## config.mk

```make
export PLATFORM = sky130hd
export DESIGN_NAME = aes_sub_bytes_seq
export DESIGN_NICKNAME = d
export VERILOG_FILES = /design/src/rtl/aes_pkg.sv /design/src/rtl/aes_s_table.sv /design/src/rtl/aes_sub_bytes_seq.sv
export SDC_FILE = /design/constraint.sdc
export NUM_CORES = 1
export LEC_CHECK = 0
export BUFFER_PORTS_ARGS = -buffer_cell sky130_fd_sc_hd__buf_4
export CAP_MARGIN = 25
export CORE_MARGIN = 3
export CORE_UTILIZATION = 45
export DETAILED_ROUTE_END_ITERATION = 16
export PLACE_DENSITY = 0.69
export SYNTH_ARGS = -nofsm -noshare
export SYNTH_HDL_FRONTEND = slang
export SYNTH_SLANG_ARGS = --single-unit
```

## constraint.sdc

```tcl
create_clock -name clk -period 5.8 [get_ports clk]
set_input_delay 0.58 -clock clk [delete_from_list [all_inputs] [get_ports clk]]
set_output_delay 0.58 -clock clk [all_outputs]
set_load 0.01 [all_outputs]
```

## src/rtl/aes_pkg.sv

```systemverilog
// aes_pkg: shared widths, state/byte types and the SubBytes FSM encoding
package aes_pkg;

    localparam int DATA_WIDTH = 8;
    localparam int NUM_BYTES  = 16;

    typedef logic [DATA_WIDTH*NUM_BYTES-1:0] aes_state_t;
    typedef logic [DATA_WIDTH-1:0]           aes_byte_t;

    typedef enum logic [1:0] {
        IDLE,
        SUB,
        DONE
    } sub_state_e;

endpackage

```

## src/rtl/aes_s_table.sv

```systemverilog
// aes_s_table: combinational AES forward S-box indexed by the byte's high/low nibbles
module aes_s_table
    import aes_pkg::*;
(
    input  logic [3:0] row_num,
    input  logic [3:0] col_num,
    output aes_byte_t  aes_table_out
);

    localparam logic [0:255][7:0] SBOX = {
        128'h637c777bf26b6fc53001672bfed7ab76,
        128'hca82c97dfa5947f0add4a2af9ca472c0,
        128'hb7fd9326363ff7cc34a5e5f171d83115,
        128'h04c723c31896059a071280e2eb27b275,
        128'h09832c1a1b6e5aa0523bd6b329e32f84,
        128'h53d100ed20fcb15b6acbbe394a4c58cf,
        128'hd0efaafb434d338545f9027f503c9fa8,
        128'h51a3408f929d38f5bcb6da2110fff3d2,
        128'hcd0c13ec5f974417c4a77e3d645d1973,
        128'h60814fdc222a908846eeb814de5e0bdb,
        128'he0323a0a4906245cc2d3ac629195e479,
        128'he7c8376d8dd54ea96c56f4ea657aae08,
        128'hba78252e1ca6b4c6e8dd741f4bbd8b8a,
        128'h703eb5664803f60e613557b986c11d9e,
        128'he1f8981169d98e949b1e87e9ce5528df,
        128'h8ca1890dbfe6426841992d0fb054bb16
    };

    assign aes_table_out = SBOX[{row_num, col_num}];

endmodule

```

## src/rtl/aes_sub_bytes_seq.sv

```systemverilog
// aes_sub_bytes_seq: SubBytes over a 128-bit state, one byte per cycle through a single S-box
module aes_sub_bytes_seq
    import aes_pkg::*;
(
    input  logic       clk,
    input  logic       rst,
    input  logic       in_valid,
    output logic       in_ready,
    input  aes_state_t in_state,
    output logic       out_valid,
    input  logic       out_ready,
    output aes_state_t out_state,
    output logic       busy
);

    sub_state_e fsm, fsm_n;
    aes_state_t state_q, state_n;
    logic [3:0] idx, idx_n;
    aes_byte_t  cur_byte, sub_byte;

    assign cur_byte = state_q[127-8*idx -: 8];

    aes_s_table u_s_table (
        .row_num       (cur_byte[7:4]),
        .col_num       (cur_byte[3:0]),
        .aes_table_out (sub_byte)
    );

    assign in_ready  = fsm == IDLE;
    assign out_valid = fsm == DONE;
    assign busy      = fsm != IDLE;
    assign out_state = state_q;

    // state register; reset discards any partially substituted state
    always_ff @(posedge clk) begin
        if (rst) begin
            fsm     <= IDLE;
            state_q <= '0;
            idx     <= '0;
        end else begin
            fsm     <= fsm_n;
            state_q <= state_n;
            idx     <= idx_n;
        end
    end

    // next state: load on accept, substitute byte idx in place while in SUB, hold in DONE
    always_comb begin
        fsm_n   = fsm;
        state_n = state_q;
        idx_n   = idx;
        case (fsm)
            IDLE: begin
                if (in_valid) begin
                    state_n = in_state;
                    idx_n   = '0;
                    fsm_n   = SUB;
                end
            end
            SUB: begin
                state_n[127-8*idx -: 8] = sub_byte;
                idx_n = idx + 4'd1;
                fsm_n = (idx == 4'd15) ? DONE : SUB;
            end
            DONE:    fsm_n = out_ready ? IDLE : DONE;
            default: fsm_n = IDLE;
        endcase
    end

endmodule

```

# Yosys cells after proc, flatten, opt, wreduce, memory -nomap -nowiden
# Memories as Yosys holds them, arrays and structs flattened.
# Cells that the tools add are included.
# op_classes
n_addsub	3
order_cmp	1
n_eq_ne	4
shifts	3
n_mux	11
n_bitwise	1
reduce_logical	4
# ops
operator	n
128-bit case mux with 2 select lines	1
8-bit by 34-bit variable shift with 135-bit output, first input constant	1
135-bit by 33-bit variable part select with 8-bit output	1
8-bit by 34-bit variable part select with 135-bit output	1
128-bit bitwise mux	1
128-bit 2-to-1 mux	1
32-bit negator with 34-bit output	1
8-bit 2-to-1 mux	2
9-bit greater-or-equal comparator, second input constant	1
8-bit inverter with 9-bit output	1
4-bit case mux with 2 select lines	1
7-bit by 7-bit subtractor with 8-bit output, first input constant	1
2-bit 2-to-1 mux	3
2-bit case mux with 3 select lines	1
4-bit by 1-bit adder with 4-bit output, second input constant	1
4-bit == test, second input constant	1
4-bit 2-to-1 mux	1
2-bit nonzero test	2
2-bit by 1-bit == test with 1-bit output, second input constant	1
2-bit == test, second input constant	1
2-bit zero test	1
2-bit != test, second input constant	1
2-bit AND reduction	1
# totals
register_bits	134
rom_bits	2048
word_cells	31
mem_count	1
# memory_table
memory	words	width	read_ports	rd_clocked_by_memory_dff	write_ports	line_no	rtl
(name not given)	256	8	1	0	0	aes_s_table.sv:29	assign aes_table_out = SBOX[{row_num, col_num}];

# Longest topological paths before layout
# Gate-level depths: netlist (run 1).
# logic_depth
ltp_word	9
depth_mapped	19
depth_no_buf	14

# Cells and area by module
# Synthesis (run 1) repeated with hierarchy kept, for this count alone.
# hier_totals
hier_cells	1332
area_unflattened_um2	10420.0
# by_module_without_submodules
module	n_inst	cells_per_inst	area_each_um2	seq_area_each_um2
aes_sub_bytes_seq	1	807	7198.2	2682.6
aes_s_table	1	525	3221.8	0.0

# Least setup slack after synthesis (run 1)
# Ideal clock, no wire load.
# synth_path
kind	flip-flop to flip-flop
from	register idx[0]
to	register state_q[18] (netlist: out_state[18])
setup_ps	135
arrival_time_ps	3925
slack_ps	1740
stages_incl_launch_ff	17
path_buffers	7
synth_period_minus_slack_ps	4060
path_cell_list	dfxtp_1 > buf_2 > buf_4 > mux4_2 > nand2_1 > and4_1 > buf_2 > buf_2 > ha_1 > clkbuf_1 > clkbuf_1 > nor2_1 > or4b_1 > a21oi_1 > a32o_1 > buf_2 > o22ai_1
# synth_via
elab_chain_len	9
word_cells_on_any_way	11
cone_classes	2 x add/sub; 3 x shift; 4 x mux; 1 x bitwise; 1 x memory
# synth_rtl
element	line_no	rtl
start, declared	aes_sub_bytes_seq.sv:18	logic [3:0] idx, idx_n;
start signal, assigned	aes_sub_bytes_seq.sv:43	idx <= idx_n;
7-bit by 7-bit subtractor with 8-bit output (*)	aes_sub_bytes_seq.sv:21, aes_sub_bytes_seq.sv:61	
135-bit by 33-bit variable part select with 8-bit output	aes_sub_bytes_seq.sv:21	assign cur_byte = state_q[127-8*idx -: 8];
8-bit inverter with 9-bit output (not written as such)	aes_s_table.sv:29	
memory read 256 x 8 bit	n/a	
8-bit 2-to-1 mux (not written as such) (2 in a row)	aes_s_table.sv:29	
8-bit by 34-bit variable part select with 135-bit output	aes_sub_bytes_seq.sv:61	state_n[127-8*idx -: 8] = sub_byte;
128-bit bitwise mux (*)	aes_sub_bytes_seq.sv:61	
128-bit case mux with 2 select lines (*)	aes_sub_bytes_seq.sv:52	case (fsm)
end signal, assigned	aes_sub_bytes_seq.sv:42	state_q <= state_n;
end, declared	aes_sub_bytes_seq.sv:17	aes_state_t state_q, state_n;
# Mark *: on every way between the ends. The rest lies on a longest branch, timed or not. The select of a mux whose other input is x is not followed.
# A chain may end at the register's enable or synchronous reset.

# Worst setup path in the final report (run 1)
# layout_path
from	register idx[1]
to	register state_q[32] (netlist: out_state[32])
# Same word-level chain as after synthesis.

==> impl_metrics.py, run 1 <==
metrics = {
    "cts": {
        "cts_setup_buffers": 0,
        "numCtsBuffers": 17,
        "clk-insertion-delay-late_ps": 430,
        "cts_tree": "done",
        "holdBufCountCts": 0,
        "numClockSinks": 134,
        "root_buffer": "clkbuf_16",
        "htreeDepth": 4,
        "cts_resized": 0,
        "clk_pin_slew_worst_paths_ps": 70,
        "clockBufferDepth": 2,
    },
    "status": {
        "status": "completed",
    },
    "sta": {
        "slew_viol_final": 0,
        "worst_clock_skew_ps": 13.3,
        "clock.fmax_mhz": 209,
        "finalHoldViolations": 0,
        "slew_headroom": 0.226,
        "tns_ps": 0,
        "rsz0062_at_grt": "no",
        "worst_pin_slew_ps": 1160,
        "post-route-period-util": 0.826,
        "period_needed_ps": 4790,
        "setup_viol": 0,
    },
    "place": {
        "hpwl_mm": 40.8,
        "gp_congestion": 1.14,
        "io_buffers": 262,
    },
    "logic_synthesis": {
        "async_reset_ff_frac": 0,
        "synthFlopType": "dfxtp_1",
        "synth_area_per_cell_sq_um": 7.70,
        "synth_nets": 1501,
        "synth_edf_count": 0,
        "ys_seq_area_frac": 0.258,
        "yosys_warnings": 0,
        "syn-cell-area_sq_um": 10400,
        "netlist_instances": 1349,
        "synth_seq_cells": 134,
        "yosysUniqueCellTypes": 79,
    },
    "global_route": {
        "grt_pass1_vias": 12700,
        "grt_pass1_wl_mm": 79.8,
        "grt_overflow": 0,
        "grt_usage": 0.422,
        "antenna_found_initial": 1,
        "grt_max_degree": 113,
    },
    "detailed_routing": {
        "avgViaCountPerCell": 7.26,
        "drtAntennaViolNets": 0,
        "drc": 0,
        "wl_mm": 55.5,
        "drt_iter0_markers": 2096,
        "num_vias": 13500,
        "drt_first_pass_iters": 9,
        "routedWlPerCell_um": 29.7,
    },
    "layout": {
        "fin_nets": 1723,
        "final_common_cell": "buf_4",
        "final_core_utilization": 0.604,
        "drive_gt1_frac": 0.290,
        "final_cell_mix": "buf_4, a21oi_1, dfxtp_1",
        "area_delta_synth_final_pct": 29.2,
    },
    "worst_setup_path": {
        "path_buf_inv": 4,
        "crit_required_ps": 6140,
        "worst_setup_path_end_kind": "flip-flop",
        "slowest_delay_ps": 700,
        "cpMostUsedCell": "buf_4",
        "crit_chain": "buf_4 -> mux4_2 -> nand2_1 -> and4_1 -> buf_4 -> ha_1 -> buf_4 -> nand2_1 -> a311oi_1 -> a311oi_1 -> o21ai_0 -> nand4_1 -> buf_12 -> o22ai_1",
        "crit_path_top_delay_cell": "dfxtp_2",
        "critPathArrivalTime_ps": 5130,
        "critPathMaxFanout": 24,
        "r2r_setup_slack_ps": 1010,
        "setup.worst_path.start_class": "flip-flop",
        "cp_top_family": "buffers and inverters",
        "crit_type": "flip-flop to flip-flop",
    },
    "floorplan": {
        "floorplan.initialDensity": 0.467,
        "die_h_um": 158,
        "dieArea_sq_um": 24900,
        "ios": 263,
        "core-area_sq_um": 22200,
        "chipWidth_um": 158,
        "rows": 54,
    },
    "pwr": {
        "power.density_nw_per_um2": 310,
        "peakVddDrop_uv": 205,
        "p_leak_uw": 0.00571,
    },
    "run": {
        "max-cap-violations": 0,
    },
    "min_path": {
        "hp-class": "input port to flip-flop",
    },
}
==> kinds of logic after synthesis <==
kind of cell,count (synthesis),share of synthesized area
AND/OR/NAND/NOR,428,0.202
multiplexers,57,0.0952
AO/OA/AOI/OAI,546,0.349
adder cells (fa/ha/maj),20,0.0241
buffers and inverters,161,0.0685
flip-flops,134,0.258
XOR/XNOR,3,0.00253
==> layout make-up <==
type	instances	area [sq um]
repair buffers	349	2730
clock buffers	19	443
inverters	15	56.3
flip-flops and latches	134	2690
clock inverters	13	140
well taps	280	350
fillers	1975	8810
multi-input cells	1054	7020
diodes	1	2.50
==> final timing paths <==
| kind | from | to | cells after the start |
|---|---|---|---|
| worst min register to register | out_state[80]$_SDFFE_PP0P_ | out_state[80]$_SDFFE_PP0P_ | 2 |
| worst min-delay path | out_ready | fsm[1]$_SDFFE_PP0P_ | 4 |
| worst max register to register | idx[1]$_SDFFE_PP0P_ | out_state[32]$_SDFFE_PP0P_ | 14 |
| worst max-delay path | idx[1]$_SDFFE_PP0P_ | out_state[32]$_SDFFE_PP0P_ | 14 |
==> cell usage after synthesis, drive strengths merged, types with 18 or more instances <==
cell type,count,area (sq um)
a21oi,175,876
dfxtp,134,2680
o211ai,21,158
o22ai,121,782
a31oi,25,171
clkbuf,86,323
buf,60,333
nand3,41,205
nor3,22,110
o21ai,50,250
a211oi,21,163
ha,20,250
nand2,119,454
nor2,95,359
mux4,32,721
and3,115,719
mux2i,21,223
a31o,18,158
==> layer usage <==
| layer | GRT usage | share of wire |
|---|---|---|
| met5 | 0 | 0.00020 |
| met3 | 0.134 | 0.15 |
| met4 | 0.218 | 0.061 |
| met1 | 0.547 | 0.36 |
| met2 | 0.632 | 0.43 |
==> registers in the layout, indices dropped and copies added, names as in the netlist <==
signal and count:
idx 4, fsm 2, out_state 128
==> per-stage QoR <==
| step | cells | area (sq um) | power, uW | hold WS, ps | worst slack, ps |
|---|---|---|---|---|---|
| after detailed placement | 1826 | 12800 | 2980 | 550 | 1280 |
| final | 1865 | 13400 | 4160 | 450 | 1010 |
| after floorplan | 1349 | 10400 | 2130 | 574 | 1740 |
| after global placement | 1823 | 12700 | 2990 | 536 | 1270 |
| after global routing | 1864 | 13400 | 4250 | 522 | 905 |
| after CTS | 1858 | 13400 | 4030 | 452 | 1260 |
==> worst min-delay path: cells and delay by family <==
kind,cells,cell delay [ps]
AND/OR/NAND/NOR,1,70
AO/OA/AOI/OAI,1,50
buffers and inverters,2,150
==> power breakdown <==
part	total (uW)	internal [uW]	switching [uW]	leakage, uW
Combinational	2020	715	1300	0.00433
Sequential	1060	979	79.7	0.00110
Clock	1080	615	466	0.000284
Total	4160	2310	1850	0.00571
Power figures use the tool's default switching activity.
==> run 2: changes to the inputs <==
PLACE_DENSITY = 0.72   (was 0.69)
clock period = 4.25 ns   (was 5.8 ns; I/O delays follow)
==> impl_metrics.py, run 2 (synthesis results as in run 1) <==
metrics = {
    "layout": {
        "area_delta_synth_final_pct": 35.5,
        "final_cell_mix": "buf_4, a21oi_1, dfxtp_1",
        "multiInputGateArea_sq_um": 7030,
        "fin_nets": 1784,
        "seq_area_sq_um": 2690,
        "largest_register_ffs": 128,
        "final_common_cell": "buf_4",
        "drive_gt1_frac": 0.319,
        "fillers": 1858,
        "final_core_utilization": 0.633,
    },
    "worst_setup_path": {
        "worst_setup_path_end_kind": "flip-flop",
        "crit_path_top_delay_cell": "mux4_2",
        "critPathMaxFanout": 12,
        "crit_type": "flip-flop to flip-flop",
        "slowest_delay_ps": 540,
        "crit_chain": "mux4_2 -> nand2_1 -> and4_1 -> clkinv_1 -> ha_1 -> inv_1 -> buf_4 -> nand2_1 -> buf_4 -> a211oi_1 -> a31oi_1 -> o311ai_0 -> nand3_1 -> buf_4 -> o22ai_1",
        "setup.worst_path.start_class": "flip-flop",
        "rr_endpoint": "out_state[87]$_SDFFE_PP0P_",
        "crit_required_ps": 4590,
        "r2r-start": "idx[0]$_SDFFE_PP0P_",
        "r2r_setup_slack_ps": 150,
        "cpMostUsedCell": "buf_4",
        "worstRegToRegCells": 15,
        "critPathArrivalTime_ps": 4450,
    },
    "run": {
        "max-cap-violations": 0,
    },
    "place": {
        "gp_congestion": 1.18,
        "io_buffers": 262,
        "hpwl_mm": 43.5,
    },
    "global_route": {
        "grt_usage": 0.459,
        "antenna_found_initial": 2,
        "grt_pass1_wl_mm": 85.1,
        "grt_max_degree": 135,
        "grt_overflow": 0,
        "grt_pass1_vias": 13300,
    },
    "floorplan": {
        "chipWidth_um": 158,
        "floorplan.initialDensity": 0.467,
        "die_h_um": 158,
        "core-area_sq_um": 22200,
        "rows": 54,
        "ios": 263,
        "dieArea_sq_um": 24900,
    },
    "detailed_routing": {
        "drt_iter0_markers": 2435,
        "routedWlPerCell_um": 31.1,
        "drt_first_pass_iters": 8,
        "num_vias": 14100,
        "drtAntennaViolNets": 0,
        "wl_mm": 59.9,
        "drc": 0,
        "avgViaCountPerCell": 7.32,
    },
    "min_path": {
        "hold_path_end": "fsm[1]$_SDFFE_PP0P_",
        "whs_path_depth": 4,
        "worstHoldStart": "out_ready",
        "hp-class": "input port to flip-flop",
    },
    "pwr": {
        "p_leak_uw": 0.00606,
        "peakVddDrop_uv": 266,
        "combPwrFrac": 0.495,
        "p_switching_uw": 2690,
        "p_seq_frac": 0.235,
        "p_int_uw": 3440,
        "power.density_nw_per_um2": 435,
        "clockPowerShare": 0.270,
        "switching_share": 0.439,
    },
    "cts": {
        "cts_setup_buffers": 0,
        "numCtsBuffers": 17,
        "clk-insertion-delay-late_ps": 430,
        "numClockSinks": 134,
        "clk_pin_slew_worst_paths_ps": 80,
        "clockBufferDepth": 2,
        "root_buffer": "clkbuf_16",
        "cts_tree": "done",
        "htreeDepth": 4,
    },
    "status": {
        "status": "completed",
    },
    "sta": {
        "slew_viol_final": 0,
        "finalHoldViolations": 0,
        "worst_clock_skew_ps": 12.0,
        "worst_pin_slew_ps": 1160,
        "slew_headroom": 0.220,
        "post-route-period-util": 0.965,
        "clock.fmax_mhz": 244,
        "rsz0062_at_grt": "no",
        "period_needed_ps": 4100,
        "tns_ps": 0,
        "setup_viol": 0,
    },
}
==> run 2: cell types whose count changed in the layout (fill, tap and decap cells not counted), moves of 2 or more <==
cell / delta
buf_4: +52
bufinv_16: +2
buf_12: +9
inv_8: +3
clkinv_4: -3
==> run 2: worst max-delay path: cells and delay by family (launching register included) <==
| kind | cells | cell delay, ps |
|---|---|---|
| adders and majority gates | 1 | 270 |
| muxes | 1 | 540 |
| buffers and inverters | 5 | 1020 |
| and+or+nand+nor | 4 | 840 |
| DFF | 1 | 470 |
| AOI/OAI and AO/OA | 4 | 870 |
==> run 2: power by group through the flow <==
stage,clock [uW],combinational [uW],sequential [uW]
final,1650,3030,1440
after global routing,1680,3090,1440
after CTS,1640,2850,1430
after detailed placement,0,2830,1460
after global placement,0,2850,1460
after floorplan,0,1470,1450
==> run 2: per-layer routing <==
layer,track usage,vias up,part of all wire
met2,0.666,1514,0.41
li1,-,5824,-
met4,0.310,2,0.087
met1,0.565,6370,0.34
met3,0.171,394,0.16
met5,0,-,0.00013
==> run 2: worst max-delay path by stage <==
stage,start,end,cells after the start
floorplan,idx[0]$_SDFFE_PP0P_,out_state[18]$_SDFFE_PP0P_,16
finish,idx[0]$_SDFFE_PP0P_,out_state[87]$_SDFFE_PP0P_,15
global placement,idx[2]$_SDFFE_PP0P_,out_state[39]$_SDFFE_PP0P_,12
detailed placement,idx[2]$_SDFFE_PP0P_,out_state[55]$_SDFFE_PP0P_,12
CTS,idx[2]$_SDFFE_PP0P_,out_state[87]$_SDFFE_PP0P_,14
global route,idx[0]$_SDFFE_PP0P_,out_state[74]$_SDFFE_PP0P_,15
==> run 2: final cells by class <==
class                           count  area share
Sequential cell                   134       0.191
Antenna cell                        1    0.000178
Inverter                           15     0.00400
Clock inverter                     15      0.0149
Tap cell                          280      0.0249
Timing Repair Buffer              410       0.236
Multi-Input combinational cell   1054       0.499
Clock buffer                       17      0.0302
==> run 2: repair_timing <==
item,4_1_cts,5_1_grt
resized for setup,1,4
endpoints found under the hold margin,0,0
setup endpoints to repair,6,58
hold buffers,0,0
cloned,0,0
==> run 2: through the flow <==
stage	instances	area, sq um	setup WS, ps	hold WS (ps)	total power, uW
final	1926	14100	147	307	6130
after global routing	1926	14100	51.0	334	6220
after CTS	1919	14000	51.1	298	5920
after detailed placement	1887	13300	46.2	544	4290
after global placement	1885	13300	115	535	4310
after floorplan	1349	10400	190	574	2910
